[config.mk]
export PLATFORM = sky130hd
export DESIGN_NAME = udiv_seq_flat
export DESIGN_NICKNAME = d
export VERILOG_FILES = /design/src/rtl/udiv_pkg.sv /design/src/rtl/udiv_seq_if.sv /design/src/rtl/udiv_step.sv /design/src/rtl/udiv_seq.sv /design/src/flat_wrapper.sv
export SDC_FILE = /design/constraint.sdc
export NUM_CORES = 1
export LEC_CHECK = 0
export CAP_MARGIN = 20
export CORE_MARGIN = 4
export CORE_UTILIZATION = 50
export CTS_CLUSTER_DIAMETER = 120
export CTS_CLUSTER_SIZE = 28
export DETAILED_ROUTE_END_ITERATION = 8
export GPL_TIMING_DRIVEN = 0
export PLACE_DENSITY = 0.78
export SETUP_SLACK_MARGIN = 0.05
export SYNTH_ARGS = -nofsm -noshare
export SYNTH_HDL_FRONTEND = slang
export SYNTH_HIERARCHICAL = 1
export SYNTH_SLANG_ARGS = --single-unit
[constraint.sdc]
create_clock -name clk -period 5.5 [get_ports clk]
set_input_delay 1.1 -clock clk [delete_from_list [all_inputs] [get_ports clk]]
set_output_delay 1.1 -clock clk [all_outputs]
set_load 0.01 [all_outputs]
[src/rtl/udiv_pkg.sv]
// Shared types and sizing helpers for the sequential restoring divider.
// FIX state exists only when UDIV_SIGNED_EN is defined.
package udiv_pkg;

`ifdef UDIV_SIGNED_EN
  typedef enum logic [1:0] {
    IDLE = 2'd0,
    CALC = 2'd1,
    DONE = 2'd2,
    FIX  = 2'd3
  } state_t;
`else
  typedef enum logic [1:0] {
    IDLE = 2'd0,
    CALC = 2'd1,
    DONE = 2'd2
  } state_t;
`endif

  function automatic int unsigned iter_count(input int unsigned aw, input int unsigned bpc);
    return aw / bpc;
  endfunction

  // Width holding 0..ITER inclusive.
  function automatic int unsigned cnt_width(input int unsigned aw, input int unsigned bpc);
    return $clog2((aw / bpc) + 1);
  endfunction

endpackage

[src/rtl/udiv_seq_if.sv]
// Operand/result handshake bundle for udiv_seq.
// is_signed is present only when UDIV_SIGNED_EN is defined.
interface udiv_seq_if #(
  parameter int AW = 18,
  parameter int BW = 10
) ();
  logic          in_valid;
  logic          in_ready;
  logic [AW-1:0] a;
  logic [BW-1:0] b;
  logic          out_valid;
  logic          out_ready;
  logic [AW-1:0] quo;
  logic [BW-1:0] res;
  logic          divide_by_0;
`ifdef UDIV_SIGNED_EN
  logic          is_signed;

  modport master (
    output in_valid, a, b, out_ready, is_signed,
    input  in_ready, out_valid, quo, res, divide_by_0
  );

  modport slave (
    input  in_valid, a, b, out_ready, is_signed,
    output in_ready, out_valid, quo, res, divide_by_0
  );
`else
  modport master (
    output in_valid, a, b, out_ready,
    input  in_ready, out_valid, quo, res, divide_by_0
  );

  modport slave (
    input  in_valid, a, b, out_ready,
    output in_ready, out_valid, quo, res, divide_by_0
  );
`endif
endinterface

[src/rtl/udiv_step.sv]
// One combinational restoring-division step: shift in a dividend bit,
// trial-subtract the divisor over BW+1 bits, keep the difference if non-negative.
module udiv_step #(
  parameter int BW = 10
) (
  input  logic [BW-1:0] pr_in,
  input  logic          bit_in,
  input  logic [BW-1:0] d,
  output logic [BW-1:0] pr_out,
  output logic          q_bit
);
  logic [BW:0] shifted_s;
  logic [BW:0] trial_s;

  assign shifted_s = {pr_in, bit_in};
  assign trial_s   = shifted_s - {1'b0, d};

  // Select restored or reduced remainder from the trial borrow.
  always_comb begin
    q_bit  = ~trial_s[BW];
    pr_out = shifted_s[BW-1:0];
    if (q_bit) begin
      pr_out = trial_s[BW-1:0];
    end else begin
      pr_out = shifted_s[BW-1:0];
    end
  end
endmodule

[src/rtl/udiv_seq.sv]
// Multi-cycle restoring divider, BPC quotient bits per clock, valid/ready on both sides.
// Define UDIV_SIGNED_EN to add two's-complement operation with a sign fix-up cycle.
module udiv_seq
  import udiv_pkg::*;
#(
  parameter int AW  = 18,
  parameter int BW  = 10,
  parameter int BPC = 1
) (
  input logic     clk,
  input logic     rst_n,
  udiv_seq_if.slave bus
);
  localparam int ITER  = iter_count(AW, BPC);
  localparam int CNT_W = cnt_width(AW, BPC);
  localparam logic [CNT_W-1:0] CNT_ONE  = CNT_W'(1'b1);
  localparam logic [CNT_W-1:0] CNT_LOAD = CNT_W'(ITER - 1);
  localparam logic [AW-1:0]    A_ZERO   = {AW{1'b0}};
  localparam logic [AW-1:0]    A_ONES   = {AW{1'b1}};
  localparam logic [BW-1:0]    B_ZERO   = {BW{1'b0}};
  localparam logic [BW-1:0]    B_ONE    = BW'(1'b1);

  state_t         state_r;
  state_t         state_next_s;
  state_t         finish_state_s;
  logic [CNT_W-1:0] cnt_r;
  logic [BW-1:0]  pr_r;
  logic [AW-1:0]  sh_r;
  logic [BW-1:0]  b_r;
  logic [AW-1:0]  quo_r;
  logic [BW-1:0]  res_r;
  logic           div0_r;
  logic           out_valid_r;
  logic           in_ready_r;

  logic           accept_s;
  logic           b_zero_s;
  logic           b_one_s;
  logic [AW-1:0]  a_mag_s;
  logic [BW-1:0]  b_mag_s;
  logic [BW-1:0]  pr_src_s;
  logic [AW-1:0]  sh_src_s;
  logic [BW-1:0]  d_src_s;
  logic [BW-1:0]  pr_chain_s [0:BPC];
  logic [BPC-1:0] q_chain_s;
  logic [AW-1:0]  sh_next_s;

  assign accept_s = bus.in_valid & in_ready_r;
  assign b_zero_s = (bus.b == B_ZERO);
  assign b_one_s  = (bus.b == B_ONE);

`ifdef UDIV_SIGNED_EN
  localparam logic [AW-1:0] A_ONE = AW'(1'b1);
  logic sgn_r;
  logic neg_q_r;
  logic neg_r_r;
  logic a_neg_s;
  logic b_neg_s;

  assign a_neg_s = bus.is_signed & bus.a[AW-1];
  assign b_neg_s = bus.is_signed & bus.b[BW-1];
  assign a_mag_s = a_neg_s ? (~bus.a + A_ONE) : bus.a;
  assign b_mag_s = b_neg_s ? (~bus.b + B_ONE) : bus.b;
`else
  assign a_mag_s = bus.a;
  assign b_mag_s = bus.b;
`endif

  // The accept edge already resolves the first BPC bits straight from the operands.
  always_comb begin
    if (state_r == IDLE) begin
      pr_src_s = B_ZERO;
      sh_src_s = a_mag_s;
      d_src_s  = b_mag_s;
    end else begin
      pr_src_s = pr_r;
      sh_src_s = sh_r;
      d_src_s  = b_r;
    end
  end

  assign pr_chain_s[0] = pr_src_s;

  for (genvar k = 0; k < BPC; k++) begin : g_step
    udiv_step #(.BW(BW)) u_step (
      .pr_in  (pr_chain_s[k]),
      .bit_in (sh_src_s[AW-1-k]),
      .d      (d_src_s),
      .pr_out (pr_chain_s[k+1]),
      .q_bit  (q_chain_s[BPC-1-k])
    );
  end

  assign sh_next_s = (sh_src_s << BPC) | AW'(q_chain_s);

  // Where a finished calculation goes: straight to DONE, or through the sign fix-up.
  always_comb begin
    finish_state_s = DONE;
`ifdef UDIV_SIGNED_EN
    if (state_r == IDLE) begin
      finish_state_s = bus.is_signed ? FIX : DONE;
    end else begin
      finish_state_s = sgn_r ? FIX : DONE;
    end
`endif
  end

  // Next-state logic.
  always_comb begin
    state_next_s = state_r;
    case (state_r)
      IDLE: begin
        if (!accept_s) begin
          state_next_s = IDLE;
        end else if (b_zero_s || b_one_s) begin
          state_next_s = DONE;
        end else if (ITER == 1) begin
          state_next_s = finish_state_s;
        end else begin
          state_next_s = CALC;
        end
      end
      CALC: begin
        if (cnt_r == CNT_ONE) begin
          state_next_s = finish_state_s;
        end else begin
          state_next_s = CALC;
        end
      end
`ifdef UDIV_SIGNED_EN
      FIX:  state_next_s = DONE;
`endif
      DONE: begin
        if (bus.out_ready) begin
          state_next_s = IDLE;
        end else begin
          state_next_s = DONE;
        end
      end
      default: state_next_s = IDLE;
    endcase
  end

  // State register with registered handshake flags decoded from the next state.
  always_ff @(posedge clk or negedge rst_n) begin
    if (!rst_n) begin
      state_r     <= IDLE;
      out_valid_r <= 1'b0;
      in_ready_r  <= 1'b1;
    end else begin
      state_r     <= state_next_s;
      out_valid_r <= (state_next_s == DONE);
      in_ready_r  <= (state_next_s == IDLE);
    end
  end

  // Datapath: operand capture, iteration, and result registers.
  always_ff @(posedge clk or negedge rst_n) begin
    if (!rst_n) begin
      cnt_r  <= {CNT_W{1'b0}};
      pr_r   <= B_ZERO;
      sh_r   <= A_ZERO;
      b_r    <= B_ZERO;
      quo_r  <= A_ZERO;
      res_r  <= B_ZERO;
      div0_r <= 1'b0;
`ifdef UDIV_SIGNED_EN
      sgn_r   <= 1'b0;
      neg_q_r <= 1'b0;
      neg_r_r <= 1'b0;
`endif
    end else begin
      case (state_r)
        IDLE: begin
          if (accept_s) begin
            b_r <= b_mag_s;
`ifdef UDIV_SIGNED_EN
            sgn_r   <= bus.is_signed;
            neg_q_r <= a_neg_s ^ b_neg_s;
            neg_r_r <= a_neg_s;
`endif
            if (b_zero_s) begin
              quo_r  <= A_ONES;
              res_r  <= B_ZERO;
              div0_r <= 1'b1;
            end else if (b_one_s) begin
              quo_r  <= bus.a;
              res_r  <= B_ZERO;
              div0_r <= 1'b0;
            end else begin
              pr_r  <= pr_chain_s[BPC];
              sh_r  <= sh_next_s;
              cnt_r <= CNT_LOAD;
              if (state_next_s == DONE) begin
                quo_r  <= sh_next_s;
                res_r  <= pr_chain_s[BPC];
                div0_r <= 1'b0;
              end
            end
          end
        end
        CALC: begin
          pr_r  <= pr_chain_s[BPC];
          sh_r  <= sh_next_s;
          cnt_r <= cnt_r - CNT_ONE;
          if (state_next_s == DONE) begin
            quo_r  <= sh_next_s;
            res_r  <= pr_chain_s[BPC];
            div0_r <= 1'b0;
          end
        end
`ifdef UDIV_SIGNED_EN
        // Truncating division: quotient negative on sign mismatch, remainder follows dividend.
        FIX: begin
          quo_r  <= neg_q_r ? (~sh_r + A_ONE) : sh_r;
          res_r  <= neg_r_r ? (~pr_r + B_ONE) : pr_r;
          div0_r <= 1'b0;
        end
`endif
        default: begin
        end
      endcase
    end
  end

  assign bus.in_ready    = in_ready_r;
  assign bus.out_valid   = out_valid_r;
  assign bus.quo         = quo_r;
  assign bus.res         = res_r;
  assign bus.divide_by_0 = div0_r;

endmodule

[src/flat_wrapper.sv]
// flat-port wrapper written by rule: the top's interface ports become plain ports
module udiv_seq_flat import udiv_pkg::*;
#(
  parameter int AW  = 18,
  parameter int BW  = 10,
  parameter int BPC = 1
)
  (clk, rst_n, bus_in_valid, bus_a, bus_b, bus_out_ready, bus_in_ready, bus_out_valid, bus_quo, bus_res, bus_divide_by_0);
  udiv_seq_if #(.AW(AW), .BW(BW)) bus_i ();
  input logic clk;
  input logic rst_n;
  input wire logic [$bits(bus_i.in_valid)-1:0] bus_in_valid;
  input wire logic [$bits(bus_i.a)-1:0] bus_a;
  input wire logic [$bits(bus_i.b)-1:0] bus_b;
  input wire logic [$bits(bus_i.out_ready)-1:0] bus_out_ready;
  output wire logic [$bits(bus_i.in_ready)-1:0] bus_in_ready;
  output wire logic [$bits(bus_i.out_valid)-1:0] bus_out_valid;
  output wire logic [$bits(bus_i.quo)-1:0] bus_quo;
  output wire logic [$bits(bus_i.res)-1:0] bus_res;
  output wire logic [$bits(bus_i.divide_by_0)-1:0] bus_divide_by_0;
  assign bus_i.in_valid = bus_in_valid;
  assign bus_i.a = bus_a;
  assign bus_i.b = bus_b;
  assign bus_i.out_ready = bus_out_ready;
  assign bus_in_ready = bus_i.in_ready;
  assign bus_out_valid = bus_i.out_valid;
  assign bus_quo = bus_i.quo;
  assign bus_res = bus_i.res;
  assign bus_divide_by_0 = bus_i.divide_by_0;
  udiv_seq #(.AW(AW), .BW(BW), .BPC(BPC)) u_core (.clk(clk), .rst_n(rst_n), .bus(bus_i));
endmodule
==> run summary <==
Global-route usage over all layers -> 0.225
Inserted Diodes -> 0
Die W -> 101 microns
RSZ-0062 raised after global routing -> no
Async SR Flop Fraction -> 1.00
Mapped Area -> 4370 sq um
Skew final -> 0.00731 ns
Core area -> 8340 sq um
Pre-CTS WS -> 0.836 ns
Syn Area/Cell -> 10.3 sq um
Final Slew Violations -> 0
Die Footprint -> 10300 sq um
Max IR drop VDD -> 0.000275 V
Port bufs -> 62
Setup bufs post-CTS -> 0
Clk sink count -> 76
CP Capture Type -> flip-flop
Max Root-Sink Buffers -> 2
Yosys top cell by area -> dfrtp_1
Register area share after synthesis -> 0.436
IO Pins -> 63
Crit share post-route -> 0.849
Tmin final -> 4.67 ns
CP max FO -> 10
DR WL/cell -> 17.9 microns
Final hold violations -> 0
H-tree depth reported by CTS -> 3
Reg2reg start -> u_core/state_r[0]
Starting DRT DRC Count -> 281
Hold path cells -> 2
Reg2reg setup slack -> 0.83 ns
Net Count, Synth -> 469
Syn. warnings -> 6
First-pass GRT wire length -> 18100 microns
Clock Tree Root -> clkbuf_8
Yosys cell types -> 52
Detail Placement HPWL -> 7830 microns
Synth cell count leaders -> 75 x dfrtp_1, 37 x nand2_1, 25 x nor2_1
Vias in the first global route -> 3687
Hold Crit Class -> reg -> reg
Status -> complete, no violations
PD cells -> 660 nW/um^2
Hold_buf cts -> 0
CP Launch Type -> flip-flop
Synth area leaders -> dfrtp_1 43%, mux2_4 6.2%, mux2i_1 4.4%
Hold Crit Start -> u_core/b_r[5]
Share of layout cells above drive strength 1 -> 0.133
Post-synth EDFFs -> 0
FF-to-FF path depth -> 14
Tightest Pin Transition -> 0.952 ns
Most numerous cell in the Yosys netlist -> dfrtp_1
Die height -> 101 microns
Initial antenna violation count -> 0
Congestion Overflow GR -> 0
Post-route core utilization -> 0.640
Setup-failing EPs final -> 0
Initial core utilization -> 0.524
Top-area cell type share of the netlist area -> 0.430
Total wire length -> 10900 microns
Leak Pwr -> 2.35 nW
Post-Syn Instances -> 424
Clock transition at path regs -> 0.08 ns
CTS tree -> done
Vias per Instance -> 5.82
RePlAce Congestion -> 0.902
Max_slew headroom -> 0.361
Hold endpoint -> u_core/b_r[5]
Clock buffer count from CTS -> 9
Worst Path Required -> 5.74 ns
Clock Latency Late Sink -> 0.36 ns
Final #Nets -> 543
Synth Flop Type -> dfrtp_1
Largest net degree at the start of global routing -> 51
Post-cts resize count -> 0
Setup slack after layout -> 0.831 ns
Arrival time worst endpoint -> 4.91 ns
# rows -> 33
Highest clock rate -> 214 MHz
Setup TNS -> 0 ns
Fill cell count -> 660
WS Path Type -> reg -> reg
Maxcap violations -> 0
Final ANT Viol Nets -> 0
Syn-to-layout area delta -> 22.2%
Yosys reg bits -> 76
Reg2Reg Capture Point -> u_core/pr_r[2]
Total number of vias -> 3540
Remaining DRCs -> 0
1st-pass router iterations -> 4
-- cell usage in the layout, fill, tap and decap left out, types with 5 or more instances in the layout --
| cell type | Yosys | layout |
|---|---|---|
| a21o_1 | 5 | 5 |
| a21oi_1 | 24 | 24 |
| a22o_1 | 10 | 10 |
| a31oi_1 | 18 | 18 |
| clkbuf_1 | 15 | 16 |
| clkbuf_8 | 0 | 9 |
| clkdlybuf4s50_1 | 0 | 61 |
| dfrtp_1 | 75 | 75 |
| ha_1 | 12 | 12 |
| inv_1 | 18 | 18 |
| mux2_2 | 12 | 12 |
| mux2_4 | 18 | 18 |
| mux2i_1 | 19 | 19 |
| nand2_1 | 37 | 37 |
| nand2b_1 | 20 | 20 |
| nor2_1 | 25 | 25 |
| nor2b_1 | 14 | 14 |
| o21ai_0 | 5 | 5 |
| o22a_1 | 17 | 17 |
| o22ai_1 | 18 | 18 |
| xnor2_1 | 7 | 7 |
-- layout make-up --
class	instances	area (sq um)	area share
clock buffers	10	128	0.0239
plain buffers	31	186	0.0349
multi-input cells	299	2210	0.414
clock inverters	6	65.1	0.0122
repair buffers	63	646	0.121
well taps	105	131	0.0246
inverters	18	67.6	0.0127
flip-flops and latches	76	1900	0.356
-- how the worst max path moves through the flow --
stage	start	endpoint	slack (ns)
floorplan	u_core/state_r[0]	u_core/pr_r[2]	1.59
global placement	rst_n	u_core/bus.res[6]	0.66
detailed placement	bus_b[0]	u_core/pr_r[5]	0.84
CTS	u_core/state_r[0]	u_core/pr_r[8]	0.86
global route	u_core/state_r[0]	u_core/pr_r[2]	0.60
finish	u_core/state_r[0]	u_core/pr_r[2]	0.83
-- power by group --
part	internal, mW	total [mW]	switching [mW]
logic	1.09	2.17	1.08
registers	0.802	0.932	0.130
clock network	0.210	0.423	0.213
-- routing by layer --
layer	track usage	vias up	wire length, microns
li1	-	1669	-
met1	0.311	1753	4990
met2	0.359	100	5250
met3	0.0351	18	463
met4	0.0859	0	202
met5	0	-	0
-- state kept, by name, indices dropped and copies added (netlist names), 2 cells and up --
name	cells
u_core/bus.quo	18
u_core/sh_r	18
u_core/state_r	2
u_core/bus.res	10
u_core/pr_r	10
u_core/b_r	10
u_core/cnt_r	5
-- critical path, stage by stage, from the launching register on --
cell	delay [ns]
dfrtp_1	0.41
nor2_1	0.22
buf_1	0.64
clkbuf_1	0.51
mux2_2	0.41
ha_1	0.21
fa_1	0.41
nor2b_1	0.13
o21ai_0	0.11
o22ai_1	0.30
o21ai_1	0.15
xor2_1	0.23
buf_6	0.22
mux2_4	0.33
mux2_4	0.26
-- per-stage QoR --
| step | cells | instance area [sq um] | total power, mW | hold WS [ns] |
|---|---|---|---|---|
| final | 608 | 5340 | 3.53 | 0.480 |
| after global routing | 608 | 5340 | 3.77 | 0.515 |
| after CTS | 608 | 5340 | 3.53 | 0.486 |
| after detailed placement | 592 | 5150 | 3.07 | 0.465 |
| after global placement | 591 | 5120 | 2.99 | 0.454 |
| after floorplan | 424 | 4370 | 2.50 | 0.442 |
-- kinds of logic (layout without fill, tap and decap cells) --
kind of cell,after synthesis,count (layout),share of synthesized area
simple gates,113,113,0.127
compound gates,113,113,0.182
fa+ha+maj,13,13,0.0389
flops,76,76,0.436
buf+inv,49,128,0.0581
mux,49,49,0.136
xor+xnor,11,11,0.0220
(Power assumes the default switching activity.)
==> RTL change (config.mk and constraints unchanged) <==
Encoding of `state_t`: now one-hot (3 bits for 3 states).
--- a/src/rtl/udiv_pkg.sv
+++ b/src/rtl/udiv_pkg.sv
@@ -10,10 +10,10 @@
     FIX  = 2'd3
   } state_t;
 `else
-  typedef enum logic [1:0] {
-    IDLE = 2'd0,
-    CALC = 2'd1,
-    DONE = 2'd2
+  typedef enum logic [2:0] {
+    IDLE = 3'b001,
+    CALC = 3'b010,
+    DONE = 3'b100
   } state_t;
 `endif
 
Formal check against the unedited RTL: same outputs for any inputs over 10 cycles, from zero or initial values and one cycle with rst_n low; not proved beyond that.
==> RTL change against the unedited design <==
Power decreased by 23%; setup slack gained 0.38 ns; wire length is 12% lower; combinational power is 38% lower; sequential cell count rose by 1; design area down 3.4%; final cell count fell by 7.4%; sequential share of layout area increased by 1.8 points; clock power up 17%; synthesized area down 5.0%; maximum frequency rose by 8.8%; sequential power fell by 4.7%; critical path type unchanged; critical endpoint unchanged; largest power group unchanged.
==> RTL change: results (changes against the unedited design) <==
| Metric | Value |
|---|---|
| Outcome | finished, final reports clean |
| Vias in the first global route | 3337 (-9.5%) |
| Worst setup startpoint | u_core/state_r[0]$_DFF_PN1_ |
| DRT iter0 DRCs | 151 (-46%) |
| Lkg Pwr | 2.41 nW (+2.5%) |
| Hold Crit Start | u_core/sh_r[6]$_DFFE_PN0P_ |
| Fill cells | 622 (-5.8%) |
| Final nets | 501 (-7.7%) |
| Slowest cell on crit path | dfstp_2 |
| Syn Nets | 427 (-9.0%) |
| GR Util All Layers | 0.203 (-0.0221) |
| Max rail drop VDD | 0.286 mV (+3.8%) |
| Global-route wire length before repair | 16300 um (-10%) |
| Leading post-synthesis cells by cell area | dfrtp_1, mux2_2, mux2i_1 |
| Largest net degree at the start of global routing | 54 (+5.9%) |
| Clk Latency, worst-skew pair | 0.34 ns (-0.02 ns) |
| Data arrival, critical path | 4.51 ns (-0.40 ns) |
| Max Fanout on Critical Path | 10 (unchanged) |
| Hpwl dp | 6960 um (-11%) |
| Synth cell count leaders | dfrtp_1, nand2_1, mux2_2 |
| Register area share after synthesis | 0.465 (+0.0293) |
| DP Area | 4920 um2 (-4.3%) |
| Clock Skew | 0.0115 ns (+0.00422 ns) |
| Worst reg-to-reg setup slack | 1.21 ns (+0.38 ns) |
| CP peak stage delay | 0.58 ns (-0.06 ns) |
| Crit path max-delay family | multiplexers |
| Vias | 3174 (-10%) |
| Slew headroom | 0.548 (+0.187) |
| Total Routed Length | 9600 um (-12%) |
| Pwr/cell area | 528 nW/um2 (-20%) |
| Gpl congestion | 0.797 (-12%) |
| DP Worst Slack | 0.914 ns (+0.0780 ns) |
## RTL change: cell types whose count changed after synthesis, sizes merged, moves of 17 or more
cell	change
a21oi	-17
nand2b	-17
nor2	-18
o21ai	+17
o221ai	+18
o22a	-17
o22ai	-18
## RTL change: path summary, 6_finish.rpt
path                                                      end  cells after the start
worst max-delay path               u_core/pr_r[2]$_DFFE_PN0P_                     14
worst min-delay path               u_core/sh_r[6]$_DFFE_PN0P_                      2
worst max register to register     u_core/pr_r[2]$_DFFE_PN0P_                     14
worst min register to register     u_core/sh_r[6]$_DFFE_PN0P_                      2
max in group asynchronous       u_core/bus.res[1]$_DFFE_PN0P_                      2
min in group asynchronous         u_core/state_r[1]$_DFF_PN0_                      1
## RTL change: cell families after synthesis
| group | count (synthesis) | share of synthesized area |
|---|---|---|
| AOI/OAI and AO/OA | 75 | 0.130 |
| xor gates and xnor gates | 12 | 0.0253 |
| muxes | 58 | 0.158 |
| adders and majority gates | 13 | 0.0410 |
| DFF | 77 | 0.465 |
| buffers and inverters | 38 | 0.0413 |
| and+or+nand+nor | 109 | 0.140 |
## RTL change: layout make-up
cell class,count,share of cell area
Tap cell,102,0.0248
Multi-Input combinational cell,267,0.397
Sequential cell,77,0.374
Inverter,17,0.0124
Clock buffer,10,0.0267
Timing Repair Buffer,63,0.125
Buffer,21,0.0209
Clock inverter,6,0.0184
## RTL change: worst register-to-register path: cells and delay by family (launching register included)
kind / cells / cell delay (ns)
XOR/XNOR: 1 / 0.24
flip-flops: 1 / 0.58
buffers and inverters: 3 / 0.91
adder cells (fa/ha/maj): 2 / 0.62
multiplexers: 3 / 0.98
AO/OA/AOI/OAI: 3 / 0.51
AND/OR/NAND/NOR: 2 / 0.34
## RTL change: report_power, final
part	switching (mW)	internal, mW
Combinational	0.692	0.649
Clock	0.221	0.272
Sequential	0.114	0.774
Total	1.03	1.70
## RTL change: metal layers
metal	global-route usage	wire, um
met1	0.272	4350
met2	0.340	4700
met3	0.0463	448
met4	0.0431	105
met5	0	0
## RTL change: stage by stage
step                instances  hold slack, ns
detailed placement        547           0.470
global route              563           0.518
floorplan                 382           0.446
CTS                       563           0.488
finish                    563           0.487
global placement          546           0.459
